===== src/rtl/branch_fetch_pc_pkg.sv =====
// Shared fetch-PC constants and the next-PC select encoding used by the fetch,
// decode and pattern-history neighbours.
package branch_fetch_pc_pkg;
    localparam int          PC_W      = 16;
    localparam int          BTB_IDX_W = 6;
    localparam logic [15:0] RESET_PC  = 16'h0000;
    localparam int          BTB_TAG_W = PC_W - BTB_IDX_W - 2;

    localparam logic [1:0] NPC_REDIRECT = 2'd0;
    localparam logic [1:0] NPC_HOLD     = 2'd1;
    localparam logic [1:0] NPC_TARGET   = 2'd2;
    localparam logic [1:0] NPC_SEQ      = 2'd3;

    // Redirect beats stall, stall beats a predicted-taken branch.
    function automatic logic [1:0] npc_select(input logic redirect,
                                              input logic stall,
                                              input logic pred_taken);
        if (redirect)        return NPC_REDIRECT;
        else if (stall)      return NPC_HOLD;
        else if (pred_taken) return NPC_TARGET;
        else                 return NPC_SEQ;
    endfunction
endpackage


===== src/rtl/branch_fetch_pc_if.sv =====
// Fetch-stage bus: control/update inputs from execute and the PHT, and the
// fetch PC with its BTB lookup results.
interface branch_fetch_pc_if #(parameter int PC_W = branch_fetch_pc_pkg::PC_W);
    logic            stall;
    logic            pht_taken;
    logic            redirect_valid;
    logic [PC_W-1:0] redirect_pc;
    logic            upd_valid;
    logic [PC_W-1:0] upd_pc;
    logic [PC_W-1:0] upd_target;
    logic            upd_taken;
    logic [PC_W-1:0] pc;
    logic            btb_hit;
    logic            pred_taken;
    logic [PC_W-1:0] pred_target;
    logic            flush;

    modport master (
        output stall, pht_taken, redirect_valid, redirect_pc,
               upd_valid, upd_pc, upd_target, upd_taken,
        input  pc, btb_hit, pred_taken, pred_target, flush
    );

    modport slave (
        input  stall, pht_taken, redirect_valid, redirect_pc,
               upd_valid, upd_pc, upd_target, upd_taken,
        output pc, btb_hit, pred_taken, pred_target, flush
    );
endinterface


===== src/rtl/branch_fetch_pc_btb_table.sv =====
// Direct-mapped BTB: async-cleared valid bits, one combinational lookup port
// and one synchronous write/invalidate port.
module btb_table
    import branch_fetch_pc_pkg::*;
#(
    parameter int PC_W_P  = branch_fetch_pc_pkg::PC_W,
    parameter int IDX_W_P = branch_fetch_pc_pkg::BTB_IDX_W
) (
    input  logic              clk,
    input  logic              rst,
    input  logic [PC_W_P-1:2] rd_pc,
    output logic              rd_hit,
    output logic [PC_W_P-1:0] rd_target,
    input  logic              wr_valid,
    input  logic [PC_W_P-1:2] wr_pc,
    input  logic [PC_W_P-1:0] wr_target,
    input  logic              wr_taken
);
    localparam int TAG_W   = PC_W_P - IDX_W_P - 2;
    localparam int ENTRIES = 1 << IDX_W_P;

    logic [ENTRIES-1:0] valid;
    logic [TAG_W-1:0]   tag_mem [ENTRIES];
    logic [PC_W_P-1:0]  tgt_mem [ENTRIES];

    logic [IDX_W_P-1:0] rd_idx, wr_idx;
    logic [TAG_W-1:0]   rd_tag, wr_tag;
    logic               wr_hit;

    assign rd_idx = rd_pc[IDX_W_P+1:2];
    assign rd_tag = rd_pc[PC_W_P-1:IDX_W_P+2];
    assign wr_idx = wr_pc[IDX_W_P+1:2];
    assign wr_tag = wr_pc[PC_W_P-1:IDX_W_P+2];

    assign rd_hit    = valid[rd_idx] && (tag_mem[rd_idx] == rd_tag);
    assign rd_target = rd_hit ? tgt_mem[rd_idx] : '0;
    assign wr_hit    = valid[wr_idx] && (tag_mem[wr_idx] == wr_tag);

    always_ff @(posedge clk or negedge rst) begin
        if (!rst) begin
            valid <= '0;
        end else if (wr_valid) begin
            if (wr_taken)     valid[wr_idx] <= 1'b1;
            else if (wr_hit)  valid[wr_idx] <= 1'b0;  // drop never-taken branch
        end
    end

    // Payload needs no reset: it is only observed behind a valid bit.
    always_ff @(posedge clk) begin
        if (wr_valid && wr_taken) begin
            tag_mem[wr_idx] <= wr_tag;
            tgt_mem[wr_idx] <= wr_target;
        end
    end
endmodule


===== src/rtl/branch_fetch_pc.sv =====
// Fetch PC register with redirect/stall/predicted/sequential next-PC mux,
// redirect flush flop and the BTB it looks up each cycle.
module branch_fetch_pc
    import branch_fetch_pc_pkg::*;
#(
    parameter int                           PC_W_P    = branch_fetch_pc_pkg::PC_W,
    parameter int                           IDX_W_P   = branch_fetch_pc_pkg::BTB_IDX_W,
    parameter logic [PC_W_P-1:0]            RST_PC_P  = PC_W_P'(branch_fetch_pc_pkg::RESET_PC)
) (
    input  logic           clk,
    input  logic           rst,
    branch_fetch_pc_if.slave bus
);
    logic [PC_W_P-1:0] pc_q;
    logic              flush_q;
    logic              hit;
    logic [PC_W_P-1:0] target;
    logic              pred_taken;
    logic [1:0]        sel;

    btb_table #(.PC_W_P(PC_W_P), .IDX_W_P(IDX_W_P)) u_btb (
        .clk       (clk),
        .rst       (rst),
        .rd_pc     (pc_q[PC_W_P-1:2]),
        .rd_hit    (hit),
        .rd_target (target),
        .wr_valid  (bus.upd_valid),
        .wr_pc     (bus.upd_pc[PC_W_P-1:2]),
        .wr_target (bus.upd_target),
        .wr_taken  (bus.upd_taken)
    );

    assign pred_taken = bus.pht_taken & hit;
    assign sel        = npc_select(bus.redirect_valid, bus.stall, pred_taken);

    always_ff @(posedge clk or negedge rst) begin
        if (!rst) begin
            pc_q    <= RST_PC_P;
            flush_q <= 1'b0;
        end else begin
            flush_q <= bus.redirect_valid;
            case (sel)
                NPC_REDIRECT: pc_q <= {bus.redirect_pc[PC_W_P-1:2], 2'b00};
                NPC_HOLD:     pc_q <= pc_q;
                NPC_TARGET:   pc_q <= {target[PC_W_P-1:2], 2'b00};
                default:      pc_q <= pc_q + PC_W_P'(4);
            endcase
        end
    end

    // Byte-offset bits of incoming addresses are ignored; fetch is word aligned.
    logic unused_addr_bits;
    assign unused_addr_bits = ^{bus.redirect_pc[1:0], bus.upd_pc[1:0]};

    assign bus.pc          = pc_q;
    assign bus.btb_hit     = hit;
    assign bus.pred_taken  = pred_taken;
    assign bus.pred_target = target;
    assign bus.flush       = flush_q;
endmodule


===== src/flat_wrapper.sv =====
// flat-port wrapper written by rule: the top's interface ports become plain ports
module branch_fetch_pc_flat import branch_fetch_pc_pkg::*;
#(
    parameter int                           PC_W_P    = branch_fetch_pc_pkg::PC_W,
    parameter int                           IDX_W_P   = branch_fetch_pc_pkg::BTB_IDX_W,
    parameter logic [PC_W_P-1:0]            RST_PC_P  = PC_W_P'(branch_fetch_pc_pkg::RESET_PC)
)
  (clk, rst, bus_stall, bus_pht_taken, bus_redirect_valid, bus_redirect_pc, bus_upd_valid, bus_upd_pc, bus_upd_target, bus_upd_taken, bus_pc, bus_btb_hit, bus_pred_taken, bus_pred_target, bus_flush);
  branch_fetch_pc_if #(.PC_W(16)) bus_i ();
  input  logic clk;
  input  logic rst;
  input wire logic [$bits(bus_i.stall)-1:0] bus_stall;
  input wire logic [$bits(bus_i.pht_taken)-1:0] bus_pht_taken;
  input wire logic [$bits(bus_i.redirect_valid)-1:0] bus_redirect_valid;
  input wire logic [$bits(bus_i.redirect_pc)-1:0] bus_redirect_pc;
  input wire logic [$bits(bus_i.upd_valid)-1:0] bus_upd_valid;
  input wire logic [$bits(bus_i.upd_pc)-1:0] bus_upd_pc;
  input wire logic [$bits(bus_i.upd_target)-1:0] bus_upd_target;
  input wire logic [$bits(bus_i.upd_taken)-1:0] bus_upd_taken;
  output wire logic [$bits(bus_i.pc)-1:0] bus_pc;
  output wire logic [$bits(bus_i.btb_hit)-1:0] bus_btb_hit;
  output wire logic [$bits(bus_i.pred_taken)-1:0] bus_pred_taken;
  output wire logic [$bits(bus_i.pred_target)-1:0] bus_pred_target;
  output wire logic [$bits(bus_i.flush)-1:0] bus_flush;
  assign bus_i.stall = bus_stall;
  assign bus_i.pht_taken = bus_pht_taken;
  assign bus_i.redirect_valid = bus_redirect_valid;
  assign bus_i.redirect_pc = bus_redirect_pc;
  assign bus_i.upd_valid = bus_upd_valid;
  assign bus_i.upd_pc = bus_upd_pc;
  assign bus_i.upd_target = bus_upd_target;
  assign bus_i.upd_taken = bus_upd_taken;
  assign bus_pc = bus_i.pc;
  assign bus_btb_hit = bus_i.btb_hit;
  assign bus_pred_taken = bus_i.pred_taken;
  assign bus_pred_target = bus_i.pred_target;
  assign bus_flush = bus_i.flush;
  branch_fetch_pc #(.PC_W_P(PC_W_P), .IDX_W_P(IDX_W_P), .RST_PC_P(RST_PC_P)) u_core (.clk(clk), .rst(rst), .bus(bus_i));
endmodule

===== config.mk =====
export PLATFORM = sky130hd
export DESIGN_NAME = branch_fetch_pc_flat
export DESIGN_NICKNAME = d
export VERILOG_FILES = /design/src/rtl/branch_fetch_pc_pkg.sv /design/src/rtl/branch_fetch_pc_if.sv /design/src/rtl/branch_fetch_pc_btb_table.sv /design/src/rtl/branch_fetch_pc.sv /design/src/flat_wrapper.sv
export SDC_FILE = /design/constraint.sdc
export NUM_CORES = 2
export LEC_CHECK = 0
export ABC_CLOCK_PERIOD_IN_PS = 12850
export CORE_ASPECT_RATIO = 1.2
export CORE_MARGIN = 2
export CORE_UTILIZATION = 45
export DETAILED_ROUTE_END_ITERATION = 8
export GPL_TIMING_DRIVEN = 1
export SLEW_MARGIN = 15
export SYNTH_ARGS = -nofsm -noshare
export SYNTH_HDL_FRONTEND = slang
export SYNTH_SLANG_ARGS = --single-unit

===== constraint.sdc =====
create_clock -name clk -period 12.85 [get_ports clk]
set_clock_uncertainty 0.05 [all_clocks]
set_input_delay 3.855 -clock clk [delete_from_list [all_inputs] [get_ports clk]]
set_output_delay 3.855 -clock clk [all_outputs]
set_load 0.005 [all_outputs]

Yosys cells after proc, flatten, opt, wreduce, memory -nomap -nowiden:

Memory sizes are Yosys's and may differ from the RTL's.
Cells that the tools add are included.

* register bits after elaboration: 81
* bits in latches: 0
* memory bits (writable): 1536
* memory bits (read-only): 0
* input port bits: 55
* memories kept: 2

* add/subtract/negate cells: 1
* $mul: 0
* divide/modulo/power cells: 0
* magnitude comparators: 3
* equality and inequality tests: 4
* shift operators: 0
* muxes and demuxes: 15
* bitwise gates (word level): 4
* reduce and logical (&&, ||, !) cells: 7

Memory list
* u_core.u_btb.tgt_mem: words 64, bits a word 16, rd ports 1, clocked after memory_dff 0, wr ports 1, line branch_fetch_pc_btb_table.sv:24 `logic [PC_W_P-1:0] tgt_mem [ENTRIES];`
* u_core.u_btb.tag_mem: words 64, bits a word 8, rd ports 2, clocked after memory_dff 0, wr ports 1, line branch_fetch_pc_btb_table.sv:23 `logic [TAG_W-1:0] tag_mem [ENTRIES];`

Operators by type and width (count)
* $mux 64: 2
* $and 64x64->64: 1
* $not 64->64: 1
* $or 64x64->64: 1
* $pmux 16 s3: 1
* $add 16x3->16 const B: 1
* $eq 8x8->1: 2
* $mux 16: 1
* $lt 6x7->1 const B: 2
* $bmux 1 s6: 2
* $demux 1 s6: 1
* $ge 6x1->1 const B: 1
* $mux 1: 6
* $logic_and 1x1->1: 4
* $mux 2: 2
* $eq 2x1->1 const B: 1
* $eq 2x2->1 const B: 1
* $logic_not 2->1: 1
* $reduce_and 2->1: 1
* $reduce_bool 2->1: 1
* $and 1x1->1: 1

Logic depth before layout (Yosys ltp):

* depth in word-level cells: 9
* depth in mapped cells: 18

Cells and area by module:

A second synthesis with hierarchy kept.

* cells, all modules: 3373
* area total of the unflattened synthesis: 68234.2 um2

Modules (own cells, without submodules)
* btb_table: times used 1, cells each 3242, area an instance 67056.8 um2, sequential area each 47725.8 um2
* branch_fetch_pc: times used 1, cells each 131, area an instance 1177.4 um2, sequential area each 375.4 um2

Worst setup path before layout:

OpenSTA, ideal clock, no wires.

* kind: in2out
* from: input port bus_pht_taken
* to: output port bus_pred_taken
* arrival time: 3.992 ns
* required time: 8.945 ns
* path slack: 4.953 ns
* cell stages on the path: 1
* path buffers: 0
* path through: and3_1

* longest elaborated chain between the ends: 1

RTL lines
* start: declaration: line flat_wrapper.sv:13 `input wire logic [$bits(bus_i.pht_taken)-1:0] bus_pht_taken;`
* $and 1x1->1: line branch_fetch_pc.sv:33 `assign pred_taken = bus.pht_taken & hit;`
* end: declaration: line flat_wrapper.sv:22 `output wire logic [$bits(bus_i.pred_taken)-1:0] bus_pred_taken;`

No other way between the ends.

Worst setup path after layout:

* from: register u_core.pc_q[3], in the netlist u_core.bus.pc[3]
* to: output port bus_pred_target[1]

* longest elaborated chain between the ends: 4

RTL lines
* start: declaration: line branch_fetch_pc.sv:14 `logic [PC_W_P-1:0] pc_q;`
* start signal: assignment: line branch_fetch_pc.sv:43 `NPC_REDIRECT: pc_q <= {bus.redirect_pc[PC_W_P-1:2], 2'b00};`
* start signal: assignment: line branch_fetch_pc.sv:44 `NPC_HOLD: pc_q <= pc_q;`
* start signal: assignment: line branch_fetch_pc.sv:45 `NPC_TARGET: pc_q <= {target[PC_W_P-1:2], 2'b00};`
* $mem_v2 64x8 / $bmux 1 s6 (equally long branches)
* $eq 8x8->1 / $mux 1 (equally long branches): line branch_fetch_pc_btb_table.sv:35 `assign rd_hit = valid[rd_idx] && (tag_mem[rd_idx] == rd_tag);`
* $logic_and 1x1->1: line branch_fetch_pc_btb_table.sv:35
* $mux 16 (*): line branch_fetch_pc_btb_table.sv:36 `assign rd_target = rd_hit ? tgt_mem[rd_idx] : '0;`
* end: declaration: line flat_wrapper.sv:23 `output wire logic [$bits(bus_i.pred_target)-1:0] bus_pred_target;`

Mark *: on every way between the ends. The rest lies on a longest branch, timed or not. The select of a mux whose other input is x is not followed.

==> results_dict.tcl <==
set metrics [dict create \
    hold_viol 0 \
    synth_edf_count 1536 \
    port_buffers 83 \
    cts_root_buf "clkbuf_16" \
    synth_area_um2 68400 \
    wl_per_cell_um 36.2 \
    hold_path.class "flop to flop" \
    hp-start "u_core.u_btb.valid[63]$_DFFE_PN0P_" \
    clock_latency_ns 0.82 \
    cts_sinks 1615 \
    clock_path_buffers 3 \
    ioPinCount 90 \
    timing.rr.start "u_core.bus.pc[3]$_DFFE_PN0P_" \
    tightest_slew_ns 1.23 \
    critPathRequiredTime_ns 8.94 \
    row_count 156 \
    cts_made_buffers 164 \
    dp_cells 5347 \
    worstReg2RegEnd "u_core.bus.pc[3]$_DFFE_PN0P_" \
    path_clk_slew_ns 0.06 \
    hold_end "u_core.u_btb.valid[63]$_DFFE_PN0P_" \
    cp_cell_sequence "buf_12 > nor2b_1 > a22o_1 > nor4_1 > a21oi_1 > mux2i_1 > o2111ai_1 > nor4b_4 > buf_4 > and3_1 > clkdlybuf4s50_1" \
    cts_hold_buf 0 \
    cts_resized 0 \
    grt_start_max_net_pins 131 \
    hold_depth 2 \
    avgSynthCellArea_um2 19.9 \
    synth_area_leaders "edfxtp_1 67%, mux4_2 16%, dfrtp_1 2.9%" \
    drt-initial-drc-count 4982 \
    fin_setup_tns_ns 0 \
    finalNonFillerCells 5655 \
    place.gp.congestion 0.945 \
    antenna_found_initial 11 \
    reg2reg_depth 13 \
    initial_core_util_pct 45.4 \
    p_leak_nw 24.2 \
    rsz0062_at_grt "no" \
    vias 37300 \
    core_um2 151000 \
    overflow 0 \
    drv_cap 0 \
    relSlewSlack_pct 17.8 \
    grt_pass1_vias 37300 \
    cts_tree "yes" \
    hpwl_um 118000 \
    arrival_ns 6.08 \
    grt_use_total_pct 26.4 \
    cp-start-kind "flop" \
    fp.dieW_um 360 \
    powerDensity_nw_per_um2 156 \
    area_growth_pct 12.5 \
    ir_drop_v 0.000178 \
    layout.nets 3595 \
    postCtsSetupRepairBufs 0 \
    yosys_register_bits 1615 \
    cp_slowest_cell "dfrtp_4" \
    status "finished, final reports clean" \
    synth_cells 3439 \
    synth_top_cell_area_share_pct 67.5 \
    cp_max_fo 108 \
    grt_pass1_wl_um 287000 \
    synth.most_common_cell "edfxtp_1" \
    critical_path_class "flop to primary output" \
    yosysSeqAreaShare_pct 70.4 \
    synth_cell_types 78 \
    drc 0 \
    wl_um 204000 \
    rrSetupSlack_ns 7.03 \
    synth_warnings 0 \
    fmax_ghz 0.100 \
    postRouteAntennaNets 0 \
    dieArea_um2 155000 \
    fin_crit_sh_pct 77.7 \
    cts_max_level 4 \
    ys.flop_type "edfxtp_1" \
    drt_pre_antenna_iters 7 \
    drive_above_1_share_pct 28.2 \
    die_y_um 431 \
    finalSetupViolCount 0 \
    synthArstFlopShare_pct 4.89 \
    setup_ws_ns 2.86 \
    synth_top_area_cell "edfxtp_1" \
    cpPeakStageDelay_ns 0.87 \
    vias_per_cell 6.59 \
    final_max_slew_viol_count 0 \
    synth_common_cells "1536 x edfxtp_1, 498 x mux4_2, 117 x mux2i_1, 115 x nor2_1, 94 x clkbuf_1" \
    min_period_ns 9.99 \
    pre_cts_ws_ns 3.63 \
    end_kind "primary output" \
]
[worst max-delay path: cells and delay by family (launching register included)]
family | cells | cell delay (ns)
AO/OA/AOI/OAI | 3 | 1.01
multiplexers | 1 | 0.30
buffers and inverters | 3 | 1.43
flip-flops | 1 | 0.87
AND/OR/NAND/NOR | 4 | 1.46
[per-stage QoR]
step	hold slack, ns	utilization [%]	total power [mW]	cell area (um^2)
finish	0.487	51.0	12.0	76900
global placement	0.460	47.5	7.34	71600
floorplan	0.426	-	6.82	68400
global route	0.505	51.0	12.3	76900
detailed placement	0.472	47.5	7.35	71600
CTS	0.484	51.0	12.1	76900
[kinds of logic after synthesis]
| family | count (synthesis) | share of synthesized area [%] |
|---|---|---|
| flip-flops | 1615 | 70.4 |
| other | 1 | 0.00548 |
| AND/OR/NAND/NOR | 351 | 2.51 |
| buffers and inverters | 285 | 2.31 |
| adder cells (fa/ha/maj) | 1 | 0.0183 |
| AO/OA/AOI/OAI | 484 | 5.18 |
| multiplexers | 680 | 19.3 |
| XOR/XNOR | 22 | 0.282 |
[layout by cell type (no fill, tap or decap), drive strengths merged, types with 8 or more instances in the layout]
cell,synthesis,routed
buf,172,145
nor2,115,115
mux2i,117,117
nand2,83,83
xnor2,13,13
clkinvlp,0,9
nor4,12,12
nand3,18,18
and2,8,8
a221o,17,17
a211oi,9,9
mux2,58,58
nand2b,11,11
a22oi,61,61
mux4,505,505
clkdlybuf4s50,0,55
o41ai,66,66
nand4,8,8
dfrtp,79,79
clkbuf,95,198
bufinv,0,15
a21oi,42,42
edfxtp,1536,1536
o21ai,100,100
a221oi,60,60
clkinv,0,74
a222oi,8,8
a22o,14,14
o22ai,39,39
xor2,9,9
inv,18,24
nor3,23,23
nor2b,18,18
and3,30,30
[where the power goes]
| group | switching [mW] | leakage, nW | total [mW] | internal, mW |
|---|---|---|---|---|
| Combinational | 0.802 | 6.79 | 1.36 | 0.557 |
| Sequential | 0.0726 | 14.8 | 5.89 | 5.81 |
| Clock | 2.04 | 2.58 | 4.75 | 2.71 |
| Total | 2.92 | 24.2 | 12.0 | 9.08 |
[layer usage]
metal  up-vias  share of wire [%]  global-route usage [%]
met5         -              0.026                       0
met4         8                4.9                    12.5
met3       447                8.4                    5.27
met2      1978                 48                    42.2
met1     19900                 38                    35.0
li1      14900                  -                       -
[sequential cells by signal (all words and copies together), names as in the netlist]
signal,count
u_core.bus.flush,1
u_core.u_btb.tgt_mem,1024
u_core.bus.pc,14
u_core.u_btb.tag_mem,512
u_core.u_btb.valid,64
[layout make-up]
cell class / count / area (um^2)
multi-input combinational: 1540 / 19200
sequential: 1615 / 48100
antenna: 5 / 12.5
clock buffer: 198 / 4340
inverter: 18 / 67.6
tap: 1975 / 2470
fill: 12100 / 73800
timing repair buffer: 200 / 1700
clock inverter: 104 / 955
[worst max-delay path by stage]
stage | from | endpoint | slack (ns)
detailed placement | bus_pht_taken | bus_pred_taken | 3.63
global route | u_core.bus.pc[2]$_DFFE_PN0P_ | bus_pred_target[1] | 2.55
global placement | bus_pht_taken | bus_pred_taken | 3.63
CTS | u_core.bus.pc[2]$_DFFE_PN0P_ | bus_pred_target[0] | 2.80
floorplan | bus_pht_taken | bus_pred_taken | 4.95
finish | u_core.bus.pc[3]$_DFFE_PN0P_ | bus_pred_target[1] | 2.86
Power figures use the tool's default switching activity.
